**config.mk**
```make
export PLATFORM = sky130hd
export DESIGN_NAME = hazard_ctrl_unit_flat
export DESIGN_NICKNAME = d
export VERILOG_FILES = /design/src/rtl/hazard_ctrl_unit_if.sv /design/src/rtl/hazard_ctrl_unit.sv /design/src/flat_wrapper.sv
export SDC_FILE = /design/constraint.sdc
export NUM_CORES = 1
export LEC_CHECK = 0
export ABC_AREA = 1
export BUFFER_PORTS_ARGS = -buffer_cell sky130_fd_sc_hd__buf_4
export CORE_AREA = 4 4 82 84
export CTS_BUF_LIST = sky130_fd_sc_hd__clkbuf_16
export CTS_CLUSTER_DIAMETER = 120
export CTS_CLUSTER_SIZE = 10
export DETAILED_ROUTE_END_ITERATION = 12
export DIE_AREA = 0 0 86 88
export PLACE_DENSITY_LB_ADDON = 0.25
export SYNTH_ARGS = -nofsm -noshare
export SYNTH_HDL_FRONTEND = slang
export SYNTH_SLANG_ARGS = --single-unit
```
**constraint.sdc**
```tcl
create_clock -name CLK -period 1.75 [get_ports CLK]
set_input_delay 0.35 -clock CLK [delete_from_list [all_inputs] [get_ports CLK]]
set_output_delay 0.35 -clock CLK [all_outputs]
set_load 0.01 [all_outputs]
```
**src/rtl/hazard_ctrl_unit_if.sv**
```systemverilog
// Pipeline-side bundle for hazard_ctrl_unit: ID/EX/MEM/WB status in, latch control out.
// slave = the controller, master = the pipeline datapath driving status.
interface hazard_ctrl_unit_if #(
   parameter int DEPTH = 2,
   parameter int REG_W = 5,
   parameter int CNT_W = 16
);
   localparam int FW = $clog2(DEPTH + 1);

   logic             ihit;
   logic             dhit;
   logic             mem_dREN;
   logic             mem_dWEN;
   logic [REG_W-1:0] id_rs;
   logic [REG_W-1:0] id_rt;
   logic             id_use_rs;
   logic             id_use_rt;
   logic             id_regwr;
   logic [REG_W-1:0] id_dst;
   logic             id_load;
   logic             ex_taken;
   logic             wb_halt;

   logic             pc_en;
   logic             ifid_en;
   logic             idex_en;
   logic             exmem_en;
   logic             memwb_en;
   logic             ifid_flush;
   logic             idex_flush;
   logic [FW-1:0]    fwd_a;
   logic [FW-1:0]    fwd_b;
   logic [CNT_W-1:0] stall_cnt;
   logic             halted;

   modport slave (
      input  ihit, dhit, mem_dREN, mem_dWEN, id_rs, id_rt, id_use_rs, id_use_rt,
             id_regwr, id_dst, id_load, ex_taken, wb_halt,
      output pc_en, ifid_en, idex_en, exmem_en, memwb_en, ifid_flush, idex_flush,
             fwd_a, fwd_b, stall_cnt, halted
   );

   modport master (
      output ihit, dhit, mem_dREN, mem_dWEN, id_rs, id_rt, id_use_rs, id_use_rt,
             id_regwr, id_dst, id_load, ex_taken, wb_halt,
      input  pc_en, ifid_en, idex_en, exmem_en, memwb_en, ifid_flush, idex_flush,
             fwd_a, fwd_b, stall_cnt, halted
   );
endinterface

```
**src/rtl/hazard_ctrl_unit.sv**
```systemverilog
// Pipeline hazard controller: write scoreboard, RAW/load-use stalls, memory stalls, branch flush, halt.
// HAZARD_FORWARDING_EN defined: stall only on load-use and drive fwd_a/fwd_b; undefined: stall on any RAW.
module hazard_ctrl_unit #(
   parameter int DEPTH = 2,
   parameter int REG_W = 5,
   parameter int CNT_W = 16
) (
   input logic                CLK,
   input logic                RST,
   hazard_ctrl_unit_if.slave  hz
);
   localparam int FW = $clog2(DEPTH + 1);

   logic [DEPTH-1:0] sb_vld;
   logic [DEPTH-1:0] sb_load;
   logic [REG_W-1:0] sb_dst [DEPTH];
   logic [CNT_W-1:0] cnt_q;
   logic             halted_q;

   logic [DEPTH-1:0] m_rs;
   logic [DEPTH-1:0] m_rt;
   logic             hazard;
   logic             mem_stall;
   logic             advance;
   logic             bubble;
   logic             new_vld;
   logic [FW-1:0]    fa_raw;
   logic [FW-1:0]    fb_raw;

   always_comb begin
      for (int k = 0; k < DEPTH; k++) begin
         m_rs[k] = hz.id_use_rs && sb_vld[k] && (sb_dst[k] == hz.id_rs);
         m_rt[k] = hz.id_use_rt && sb_vld[k] && (sb_dst[k] == hz.id_rt);
      end
   end

`ifdef HAZARD_FORWARDING_EN
   // A load still in EX has no data yet; every other producer can be forwarded.
   assign hazard = sb_load[0] && (m_rs[0] || m_rt[0]);

   always_comb begin
      fa_raw = '0;
      fb_raw = '0;
      // Walk oldest to youngest so the youngest match is written last.
      for (int k = DEPTH - 1; k >= 0; k--) begin
         if (m_rs[k] && !(k == 0 && sb_load[0])) fa_raw = FW'(k + 1);
         if (m_rt[k] && !(k == 0 && sb_load[0])) fb_raw = FW'(k + 1);
      end
   end
`else
   assign hazard = |{m_rs, m_rt};
   assign fa_raw = '0;
   assign fb_raw = '0;
`endif

   assign mem_stall = (hz.mem_dREN || hz.mem_dWEN) && !hz.dhit;
   assign advance   = !halted_q && !mem_stall;
   assign bubble    = hz.ex_taken || hazard;
   assign new_vld   = hz.id_regwr && (hz.id_dst != '0) && !bubble;

   always_ff @(posedge CLK or posedge RST) begin
      if (RST) begin
         sb_vld  <= '0;
         sb_load <= '0;
         for (int k = 0; k < DEPTH; k++) sb_dst[k] <= '0;
      end else if (advance) begin
         sb_vld[0]  <= new_vld;
         sb_load[0] <= hz.id_load && !bubble;
         sb_dst[0]  <= hz.id_dst;
         for (int k = 1; k < DEPTH; k++) begin
            sb_vld[k]  <= sb_vld[k-1];
            sb_load[k] <= sb_load[k-1];
            sb_dst[k]  <= sb_dst[k-1];
         end
      end
   end

   // Only cycles actually lost to a data hazard are counted; a branch squash wins over it.
   always_ff @(posedge CLK or posedge RST) begin
      if (RST) begin
         cnt_q <= '0;
      end else if (advance && !hz.ex_taken && hazard && (cnt_q != '1)) begin
         cnt_q <= cnt_q + CNT_W'(1);
      end
   end

   always_ff @(posedge CLK or posedge RST) begin
      if (RST) begin
         halted_q <= 1'b0;
      end else if (hz.wb_halt) begin
         halted_q <= 1'b1;
      end
   end

   assign hz.stall_cnt = cnt_q;
   assign hz.halted    = halted_q;

   always_comb begin
      hz.pc_en      = 1'b0;
      hz.ifid_en    = 1'b0;
      hz.idex_en    = 1'b0;
      hz.exmem_en   = 1'b0;
      hz.memwb_en   = 1'b0;
      hz.ifid_flush = 1'b0;
      hz.idex_flush = 1'b0;
      hz.fwd_a      = '0;
      hz.fwd_b      = '0;
      if (RST) begin
         hz.ifid_flush = 1'b1;
         hz.idex_flush = 1'b1;
      end else begin
         hz.fwd_a = fa_raw;
         hz.fwd_b = fb_raw;
         if (advance) begin
            if (hz.ex_taken) begin
               hz.pc_en      = 1'b1;
               hz.ifid_en    = 1'b1;
               hz.idex_en    = 1'b1;
               hz.exmem_en   = 1'b1;
               hz.memwb_en   = 1'b1;
               hz.ifid_flush = 1'b1;
               hz.idex_flush = 1'b1;
            end else if (hazard) begin
               hz.idex_en    = 1'b1;
               hz.exmem_en   = 1'b1;
               hz.memwb_en   = 1'b1;
               hz.idex_flush = 1'b1;
            end else if (!hz.ihit) begin
               hz.ifid_en    = 1'b1;
               hz.idex_en    = 1'b1;
               hz.exmem_en   = 1'b1;
               hz.memwb_en   = 1'b1;
               hz.ifid_flush = 1'b1;
            end else begin
               hz.pc_en      = 1'b1;
               hz.ifid_en    = 1'b1;
               hz.idex_en    = 1'b1;
               hz.exmem_en   = 1'b1;
               hz.memwb_en   = 1'b1;
            end
         end
      end
   end
endmodule

```
**src/flat_wrapper.sv**
```systemverilog
// flat-port wrapper written by rule: the top's interface ports become plain ports
module hazard_ctrl_unit_flat 
#(
   parameter int DEPTH = 2,
   parameter int REG_W = 5,
   parameter int CNT_W = 16
)
  (CLK, RST, hz_ihit, hz_dhit, hz_mem_dREN, hz_mem_dWEN, hz_id_rs, hz_id_rt, hz_id_use_rs, hz_id_use_rt, hz_id_regwr, hz_id_dst, hz_id_load, hz_ex_taken, hz_wb_halt, hz_pc_en, hz_ifid_en, hz_idex_en, hz_exmem_en, hz_memwb_en, hz_ifid_flush, hz_idex_flush, hz_fwd_a, hz_fwd_b, hz_stall_cnt, hz_halted);
  hazard_ctrl_unit_if #(.DEPTH(DEPTH), .REG_W(REG_W), .CNT_W(CNT_W)) hz_i ();
  input logic CLK;
  input logic RST;
  input wire logic [$bits(hz_i.ihit)-1:0] hz_ihit;
  input wire logic [$bits(hz_i.dhit)-1:0] hz_dhit;
  input wire logic [$bits(hz_i.mem_dREN)-1:0] hz_mem_dREN;
  input wire logic [$bits(hz_i.mem_dWEN)-1:0] hz_mem_dWEN;
  input wire logic [$bits(hz_i.id_rs)-1:0] hz_id_rs;
  input wire logic [$bits(hz_i.id_rt)-1:0] hz_id_rt;
  input wire logic [$bits(hz_i.id_use_rs)-1:0] hz_id_use_rs;
  input wire logic [$bits(hz_i.id_use_rt)-1:0] hz_id_use_rt;
  input wire logic [$bits(hz_i.id_regwr)-1:0] hz_id_regwr;
  input wire logic [$bits(hz_i.id_dst)-1:0] hz_id_dst;
  input wire logic [$bits(hz_i.id_load)-1:0] hz_id_load;
  input wire logic [$bits(hz_i.ex_taken)-1:0] hz_ex_taken;
  input wire logic [$bits(hz_i.wb_halt)-1:0] hz_wb_halt;
  output wire logic [$bits(hz_i.pc_en)-1:0] hz_pc_en;
  output wire logic [$bits(hz_i.ifid_en)-1:0] hz_ifid_en;
  output wire logic [$bits(hz_i.idex_en)-1:0] hz_idex_en;
  output wire logic [$bits(hz_i.exmem_en)-1:0] hz_exmem_en;
  output wire logic [$bits(hz_i.memwb_en)-1:0] hz_memwb_en;
  output wire logic [$bits(hz_i.ifid_flush)-1:0] hz_ifid_flush;
  output wire logic [$bits(hz_i.idex_flush)-1:0] hz_idex_flush;
  output wire logic [$bits(hz_i.fwd_a)-1:0] hz_fwd_a;
  output wire logic [$bits(hz_i.fwd_b)-1:0] hz_fwd_b;
  output wire logic [$bits(hz_i.stall_cnt)-1:0] hz_stall_cnt;
  output wire logic [$bits(hz_i.halted)-1:0] hz_halted;
  assign hz_i.ihit = hz_ihit;
  assign hz_i.dhit = hz_dhit;
  assign hz_i.mem_dREN = hz_mem_dREN;
  assign hz_i.mem_dWEN = hz_mem_dWEN;
  assign hz_i.id_rs = hz_id_rs;
  assign hz_i.id_rt = hz_id_rt;
  assign hz_i.id_use_rs = hz_id_use_rs;
  assign hz_i.id_use_rt = hz_id_use_rt;
  assign hz_i.id_regwr = hz_id_regwr;
  assign hz_i.id_dst = hz_id_dst;
  assign hz_i.id_load = hz_id_load;
  assign hz_i.ex_taken = hz_ex_taken;
  assign hz_i.wb_halt = hz_wb_halt;
  assign hz_pc_en = hz_i.pc_en;
  assign hz_ifid_en = hz_i.ifid_en;
  assign hz_idex_en = hz_i.idex_en;
  assign hz_exmem_en = hz_i.exmem_en;
  assign hz_memwb_en = hz_i.memwb_en;
  assign hz_ifid_flush = hz_i.ifid_flush;
  assign hz_idex_flush = hz_i.idex_flush;
  assign hz_fwd_a = hz_i.fwd_a;
  assign hz_fwd_b = hz_i.fwd_b;
  assign hz_stall_cnt = hz_i.stall_cnt;
  assign hz_halted = hz_i.halted;
  hazard_ctrl_unit #(.DEPTH(DEPTH), .REG_W(REG_W), .CNT_W(CNT_W)) u_core (.CLK(CLK), .RST(RST), .hz(hz_i));
endmodule
```
# ---- Yosys cells after proc, flatten, opt, wreduce, memory -nomap -nowiden
# Index checks and enable logic that the tools add are counted.
dict set report word_totals {
  regBits 29
  latch_bits 0
  ramBits 0
  rom_bits 0
  output_inout_bits 28
  memories 0
}
dict set report op_classes {
  add_sub_neg 1
  n_mul 0
  n_div 0
  n_lt_le_gt_ge 0
  eq_ne 5
  shifts 0
  muxes 20
  bitwise 0
  reduce_logical 24
}
# cell n
set ops {}
lappend ops {{$eq A5 B5 Y1} 4}
lappend ops {{$mux W1} 20}
lappend ops {{$add A16 B1 Y16 const B} 1}
lappend ops {{$ne A16 B16 Y1 const B} 1}
lappend ops {{$logic_and A1 B1 Y1} 15}
lappend ops {{$logic_not A1 Y1} 5}
lappend ops {{$reduce_bool A5 Y1} 1}
lappend ops {{$reduce_or A4 Y1} 1}
lappend ops {{$logic_or A1 B1 Y1} 2}

# ---- Depth between registers and ports, before layout
# Gate-level depths: netlist (run 1).
dict set report logic_depth {
  depth_word 7
  mapped_depth 12
}

# ---- Worst setup path after synthesis (run 1)
# OpenSTA, ideal clock, no wires.
dict set report synth_timing {
  path_kind {input-to-output}
  startpoint {in hz_mem_dWEN}
  endpoint {out hz_pc_en}
  arrival_ps 1290
  required_time_ps 1400
  setup_slack_ps 110
  path_stages 6
  n_path_buf 1
  path_cell_list {o21bai_1 nand2_1 clkbuf_1 nor2_1 nand2_1 nor2_1}
}
dict set report synth_via {
  elab_chain_len 6
}
# item line_no
set synth_rtl {}
lappend synth_rtl {{start, declared} flat_wrapper.sv:15} ;# input wire logic [$bits(hz_i.mem_dWEN)-1:0] hz_mem_dWEN;
lappend synth_rtl {{$logic_or A1 B1 Y1} hazard_ctrl_unit.sv:56} ;# assign mem_stall = (hz.mem_dREN || hz.mem_dWEN) && !hz.dhit;
lappend synth_rtl {{$logic_and A1 B1 Y1} hazard_ctrl_unit.sv:56}
lappend synth_rtl {{$logic_not A1 Y1} hazard_ctrl_unit.sv:57} ;# assign advance = !halted_q && !mem_stall;
lappend synth_rtl {{$logic_and A1 B1 Y1} hazard_ctrl_unit.sv:57}
lappend synth_rtl {{$mux W1} hazard_ctrl_unit.sv:114} ;# if (advance) begin
lappend synth_rtl {{$mux W1} hazard_ctrl_unit.sv:108} ;# if (RST) begin
lappend synth_rtl {{end, declared} flat_wrapper.sv:25} ;# output wire logic [$bits(hz_i.pc_en)-1:0] hz_pc_en;
# No other way between the ends.

# ---- Worst setup path after layout (run 1)
dict set report layout_timing {
  startpoint {reg u_core.sb_dst[1] in the netlist's numbering}
  endpoint {out hz_pc_en}
}
dict set report layout_via {
  elab_chain_len 7
  elab_cells_between_ends 9
  classes_between {eq/ne: 2; mux: 4; reduce/logical: 3}
}
# item line_no
set layout_rtl {}
lappend layout_rtl {{start, declared} hazard_ctrl_unit.sv:16} ;# logic [REG_W-1:0] sb_dst [DEPTH];
lappend layout_rtl {{start signal, assigned by index} hazard_ctrl_unit.sv:73} ;# sb_dst[k] <= sb_dst[k-1];
lappend layout_rtl {{$eq A5 B5 Y1 (on tied branches)} {hazard_ctrl_unit.sv:33, hazard_ctrl_unit.sv:32}}
lappend layout_rtl {{$logic_and A1 B1 Y1 (on tied branches)} {hazard_ctrl_unit.sv:33, hazard_ctrl_unit.sv:32}}
lappend layout_rtl {{$reduce_or A4 Y1 *} hazard_ctrl_unit.sv:51} ;# assign hazard = |{m_rs, m_rt};
lappend layout_rtl {{$mux W1 *} hazard_ctrl_unit.sv:123} ;# end else if (hazard) begin
lappend layout_rtl {{$mux W1 *} hazard_ctrl_unit.sv:115} ;# if (hz.ex_taken) begin
lappend layout_rtl {{$mux W1 *} hazard_ctrl_unit.sv:114}
lappend layout_rtl {{$mux W1 *} hazard_ctrl_unit.sv:108}
# Every way passes the cells marked *; elsewhere a longest branch is shown, timed or not.

==> results, run 1 <==
- For the worst setup path, the data arrival time is 1.54 ns.
- Of the total power, combinational logic draws 14.4%.
- The reported leakage power is 1.512 nW.
- The net switching fraction of the power is 24.63%.
- The first routing iteration left 65 violations.
- The fraction of synthesized cell area taken by the top area cell type is 35.56%.
- Setup violations remaining at the end of the flow were counted as 4.
- The worst setup path is captured at an output pin.
- Measured on the finished design, the core utilization comes to 47.93%.
- The area enclosed by the die boundary is 7568 sq um.
- After detailed routing, the number of vias per cell comes to 4.514.
- In the final design database the tool counted 417 nets.
- The filler cell count in the final layout is 604.
- Overall power consumption after layout is estimated at 1.766 mW.
- The most used flip-flop cell after synthesis is dfrtp_1.
- The origin of the critical flop-to-flop path is u_core.hz.stall_cnt[0].
- The most critical setup path has its startpoint at u_core.sb_dst[1].
- Summed over all instances, the cell type with the most area after synthesis is dfrtp_1.
- The number of inserted diodes is 0.
- The congestion estimate from routability-driven global placement came to 0.7570.
- In this run, CTS created clock tree buffers numbering 5.
- After synthesis the cells add up to 2041 sq um.
- After technology mapping, the gate count stands at 319.
- The standard cell area after detailed placement is 2516 sq um.
- Once the floorplan was initialized, standard cells occupied 34.47% of the core.
- The floorplan step defined a core boundary enclosing 5921 sq um.
- The clock period minus final worst setup slack is 1.890 ns.
- The layout overhead on the synthesized area is 39.06%.
- After clock tree synthesis, the flow added hold-fix buffers numbering 0.
- The antenna violation net count after detailed routing is 0.
- For this run, the number of Yosys warnings is 0.
- In this run, flip-flops and latches consume 41.3% of the power.
- The leftover overflow at the end of global routing is 0.
- The ratio of cells with drive above 1 in the final layout is 29.23%.
- Ranked by total cell area, the synthesized netlist is headed by dfrtp_1, nand2_1, inv_1, nor2_1, nand4_1.
- The clock arrives with 0.006530 ns of skew.
- The library cell used as clock root buffer is clkbuf_16.
- The number of enable-type register cells in the synthesized netlist is 0.
- Derived from the worst setup path, the maximum achievable clock frequency is 0.5291 GHz.
- After clock tree synthesis, the clock-pin slew on the worst setup and hold paths is 0.05 ns.
- Setup repair after global routing could not meet its margin everywhere.
- Sequential elements use 35.56% of the synthesized area.
- The H-tree was split into 2 levels.
- The critical path startpoint category is a register.
- The CTS tree is yes.
- In the routed design, unresolved DRC markers number 0.
- In this run, synthesis produced a sequential element count of 29.
- The horizontal die dimension is 86 um.
- The worst-case hold slack is 0.2222 ns.
- The internal portion of the total power is 1.331 mW.
- The setup slack after layout is -0.1400 ns.
- The I/O pin count is 55.
- The worst-case IR drop observed on VDD is 348.7 uV.
- The maximum fanout along the worst path is 4.
- The first global-routing pass estimated 8.707 mm of wire.
- The initial antenna violation count is 0.
- In the final routed layout, each cell accounts on average for 10.96 um.
- The total track usage is 14.21%.
- The floorplan step set the die height to 88 um.
- The power per standard cell area is 622.3 nW/um^2.
- The total iterations of the first detailed-routing run is 4.
- The checks that failed: negative setup slack.
- The period utilization is 108.0%.
- The reported net switching power is 0.4349 mW.
- Once detailed placement completed, the half-perimeter wirelength came to 3.728 mm.
- The initialized floorplan defines 28 standard-cell rows.
- The maximum number of pins on one net before global-route repair is 30.
- The proportion of register bits with asynchronous set or reset after synthesis is 100.0%.
- In this run the mean area of a mapped cell was 6.397 sq um.
- The number of max-cap violations is 0.
- The clock tree buffer depth is 2.
- The library cell with the highest instance count after synthesis is nand2_1.
- The worst hold path belongs to the class primary input to asynchronous set/reset pin.
- The count of distinct cell types in the synthesized netlist is 30.
- In this run, the clock network consumes 44.3% of the power.
- The max-slew violation count is 0.
- The critical path in this run is classified as register to output pin.
- The endpoint required time on the critical path is 1.40 ns.
- Once layout is done, the placed cells without fillers occupy 2838 sq um.
- The flow ran to the end, but the final reports show violations.
- The final route contains 2099 vias.
- Counting instances in the post-synthesis netlist gives the leading cell types as nand2_1, inv_1, nor2_1.
- The number of global-route vias before repair was 1999.
- The TritonCTS sink count is 29.
- At the later pin of the worst-skew pair, clock insertion delay measures 0.27 ns.
- The number of input and output port buffers inserted is 49.
- Summed over all layers, the routed wires come to 5.098 mm.
- The number of failing hold endpoints at the final stage is 0.
==> routing by layer <==
| metal | share of wire [%] | track usage [%] | up-vias |
|---|---|---|---|
| met5 | 0 | 0 | - |
| met2 | 49 | 24.11 | 41 |
| li1 | - | - | 1119 |
| met1 | 45 | 17.87 | 934 |
| met3 | 4.7 | 3.763 | 5 |
| met4 | 0.82 | 3.885 | 0 |
==> logic make-up after synthesis <==
kind of cell	count (synthesis)	synth area share, %
and+or+nand+nor	207	44.02
other	1	0.1838
buffers and inverters	60	12.51
adders and majority gates	1	0.6130
xor gates and xnor gates	6	2.575
AOI/OAI and AO/OA	15	4.537
DFF	29	35.56
==> placed cells by master, fill, tap and decap left out <==
cell type and count:
o21bai_1 2, nand3_2 1, nor2_2 10, dfrtp_1 29
nand3_1 18, clkinv_1 3, buf_4 66, clkinv_2 1
nor2_1 26, nand4_1 17, o21ai_4 1, xor2_1 4
inv_1 35, nand3b_1 1, nand2_1 121, xnor2_1 2
nand2_2 6, or2_2 1, clkbuf_16 6, nand3_4 1
a21oi_1 1, inv_2 11, buf_6 3, o21ai_0 10
inv_4 1, buf_12 1, ha_2 1, conb_1 4
nor3_1 2, buf_8 1, nor2_4 2, a31oi_1 1
nand2_4 1
==> layout make-up <==
class | instances | area [sq um] | area share [%]
clock inverter | 3 | 12.51 | 0.4409
multi-input combinational | 233 | 1109 | 39.07
clock buffer | 5 | 125.1 | 4.409
tap | 75 | 93.84 | 3.307
sequential | 29 | 725.7 | 25.57
inverter | 48 | 182.7 | 6.437
timing repair buffer | 72 | 589.3 | 20.77
==> critical path, stage by stage, from the launching register on <==
cell	delay [ns]
dfrtp_1	0.40
inv_2	0.05
nand2_1	0.06
nand2_1	0.06
nor2_2	0.13
nand3_1	0.08
nand2_1	0.08
inv_2	0.04
nand2_4	0.07
nand2_2	0.07
nand2_2	0.06
nor2_1	0.04
buf_4	0.14
==> metrics by stage <==
step,setup WS [ns],instances,setup TNS (ns)
5_1_grt,-0.2774,465,-1.079
6_report,-0.1400,465,-0.5011
4_1_cts,-0.1556,457,-0.5545
2_1_floorplan,0.1096,322,0
3_3_place_gp,0.06376,444,0
3_5_place_dp,0.05230,444,0
==> power groups by stage <==
stage / Combinational [mW] / Clock, mW / Sequential, mW
6_report: 0.255 / 0.782 / 0.729
5_1_grt: 0.294 / 0.844 / 0.732
4_1_cts: 0.239 / 0.811 / 0.728
3_5_place_dp: 0.218 / 0 / 0.740
3_3_place_gp: 0.216 / 0 / 0.738
2_1_floorplan: 0.140 / 0 / 0.733
==> state kept, by name, summed over array words and instances (netlist names) <==
signal and flops:
u_core.hz.stall_cnt 16, u_core.sb_dst 10, u_core.sb_vld 2, u_core.hz.halted 1
==> final timing paths <==
kind	to	slack [ns]	cells past startpoint
hold reg to reg	u_core.hz.halted	0.49	1
hold / removal	u_core.hz.stall_cnt[14]	0.22	3
setup reg to reg	u_core.hz.stall_cnt[12]	0.16	10
min in group CLK	u_core.hz.halted	0.27	2
setup / recovery	hz_pc_en	-0.14	12
max in group asynchronous	u_core.hz.stall_cnt[15]	1.25	3
==> what timing repair did <==
item                       CTS  global route
pin swaps                    8            14
cloned                       0             1
resized for setup           10            14
setup endpoints to repair    4            23
buffers inserted             5             8
Power figures use the tool's default switching activity.
==> run 2, diff against run 1 <==
CORE_AREA = 2 2 80 82   (was 4 4 82 84)
DIE_AREA = 0 0 82 84   (was 0 0 86 88)
==> results, run 2 (synthesis gave the netlist of run 1 again) <==
- The run finished, with violations left.
- The final reports fail on negative setup slack.
- The initial antenna violation count is 0.
- Fill cells in the final layout number 617.
- The first global-routing pass estimated 7.997 mm of wire.
- TritonCTS built the clock tree.
- The total clock buffers created by CTS is 5.
- The horizontal die dimension is 82 um.
- The critical path goes through inv_2 > nand2_2 > nand2_2 > nor2_2 > nand3_1 > nand2_1 > inv_2 > nand2_4 > nand2_1 > nand2_1 > nor2_1 > buf_4.
- The max-slew violation count is 0.
- The post-placement setup slack is 0.03153 ns.
- For the worst setup path, the data required time is 1.40 ns.
- Subtracting the final worst setup slack from the clock period gives 1.882 ns.
- Clock latency on the worst-skew pair, taken at its later pin, is 0.27 ns.
- After global routing the overflow that remains totals 0.
- The critical path startpoint category is a register.
- The total detailed-routing wirelength is 4.998 mm.
- The cell sitting at the root of the clock tree is a clkbuf_16.
- The worst-case IR drop observed on VDD is 335.5 uV.
- Together, buffers and inverters on the worst path number 3.
- The final total negative setup slack is -0.4880 ns.
- Once detail routing completed, the nets flagged for antenna violations numbered 0.
- The library cell used most frequently in the layout, excluding fill and tap cells, is nand2_1.
- The most numerous cell type found on the critical path is nand2_1.
- In the final design database the tool counted 417 nets.
- In the finished design, the share of the clock period the worst path needs comes to 107.5%.
- For this design the static power due to leakage is 1.507 nW.
- Global routing used 14.73% of the available tracks across all layers.
- The post-route clock skew is 0.006555 ns.
- The flip-flop count of the largest register after layout is 16.
- Setup violations remaining at the end of the flow were counted as 4.
- Max-cap violations in this run came to 0.
- The repair_antennas step left the layout with diodes totalling 0.
- The total area inside the core boundary comes to 6096 sq um.
- Summing over every cut layer, the via total after detailed routing is 2092.
- The kind of cell with the highest combined delay on the critical path is simple AND/OR/NAND/NOR gates.
- The floorplan step defined a die boundary enclosing 6888 sq um.
- The remaining design rule violation count is 0.
- In the layout the commonest cells are nand2_1, buf_4, inv_1.
- The maximum fanout along the worst path is 4.
- The clock net in this run drives a total of 29 sinks.
- The kind of end point of the critical path is an output pin.
- The power per standard cell area is 623.3 nW/um^2.
- The weighted congestion reported at the end of routability-driven placement is 0.7593.
- The number of failing hold endpoints at the final stage is 0.
- The min-delay analysis places its worst path in the category primary input to asynchronous set/reset pin.
- STA puts the critical path data arrival time at 1.53 ns.
- 55 I/O pins were placed.
- The utilization after layout is 46.33%.
- Clock-pin slew was measured on the worst setup and hold paths at 0.05 ns.
- For this run, the detailed router's first-pass iteration total came to 4.
- The floorplan row count is 29.
- Entering global routing, the biggest net connects 30 pins.
- The clock passes through at most 2 buffers.
- The delay of the slowest cell on the worst path is 0.41 ns.
- The effective utilization at floorplan is 33.48%.
- The vertical extent of the die is 84 um.
- Setup repair after global routing could not meet its margin everywhere.
- Buffers placed on the I/O ports in this run total 49.
- The final total power is 1.760 mW.
- Of the cells placed in the final design, the portion with a size suffix greater than 1 is 28.02%.
- The setup slack after layout is -0.1318 ns.
- The number of global-route vias before repair is 1863.
- The vias per cell is 4.489.
- The post-DP HPWL is 3.548 mm.
- After detailed routing, the average wire length per cell comes to 10.73 um.
- On the critical path, the stage with the largest delay is an instance of dfrtp_1.
- The number of violations reported at the end of detailed-routing iteration 0 is 67.
- The layout overhead on the synthesized area is 38.38%.
- The type of the setup path with the least slack is register to output pin.
- Derived from the worst setup path, the maximum achievable clock frequency is 0.5314 GHz.
- The worst-case hold slack is 0.2040 ns.
- In this run the number of H-tree levels came out at 2.
run 2: cell types whose count changed in the layout (fill, tap and decap cells not counted), moves of 3 or more:
cell,change
buf_4,+3
nor2_1,+3
buf_6,-3
nor2_2,-3
run 2: routing by layer:
metal,up-vias,wire length (um),GRT usage (%)
li1,1118,-,-
met1,934,2315,18.74
met2,36,2405,24.24
met3,4,233,3.355
met4,0,42,4.848
met5,-,0,0
run 2: power by group:
part | switching (mW) | internal (mW)
combinational | 0.137 | 0.119
clock | 0.269 | 0.506
sequential | 0.0292 | 0.700
run 2: cell type report:
| class | count | area (sq um) | area share [%] |
|---|---|---|---|
| inverter | 48 | 182.7 | 6.469 |
| multi-input combinational | 233 | 1099 | 38.90 |
| clock inverter | 2 | 7.507 | 0.2658 |
| timing repair buffer | 72 | 588.1 | 20.82 |
| clock buffer | 5 | 125.1 | 4.431 |
| sequential | 29 | 725.7 | 25.70 |
| tap | 77 | 96.34 | 3.412 |
run 2: through the flow:
stage | instance area, sq um | std cells
6_report | 2824 | 466
3_3_place_gp | 2524 | 445
5_1_grt | 2824 | 466
4_1_cts | 2694 | 456
3_5_place_dp | 2524 | 445
2_1_floorplan | 2052 | 322
run 2: repair_timing:
item                                    4_1_cts  5_1_grt
hold buffers                                  0        0
pin swaps                                    11        9
endpoints found under the setup margin        4       20
buffers inserted                              4        9
gates resized for setup                       5       10
gates cloned                                  0        2
run 2: final timing paths:
| path | startpoint | endpoint | slack [ns] | depth (start not counted) |
|---|---|---|---|---|
| worst max-delay path | u_core.sb_dst[3] | hz_pc_en | -0.13 | 12 |
| worst min-delay path | RST | u_core.hz.stall_cnt[8] | 0.20 | 3 |
| worst max register to register | u_core.sb_dst[3] | u_core.hz.stall_cnt[12] | 0.15 | 13 |
| worst min register to register | u_core.hz.halted | u_core.hz.halted | 0.49 | 1 |
| max in group asynchronous | RST | u_core.sb_dst[4] | 1.27 | 3 |
| min in group CLK | hz_wb_halt | u_core.hz.halted | 0.27 | 2 |
run 2: worst reg2reg max path, stage by stage, from the launching register on:
cell and delay [ns]:
dfrtp_1 0.41, inv_2 0.06, nand2_2 0.06, nand2_2 0.04
nor2_2 0.12, nand3_1 0.07, nand2_1 0.09, inv_2 0.05
nand2_4 0.06, buf_4 0.16, buf_12 0.13, nand3_4 0.11
nand2_1 0.09, nand2_1 0.05
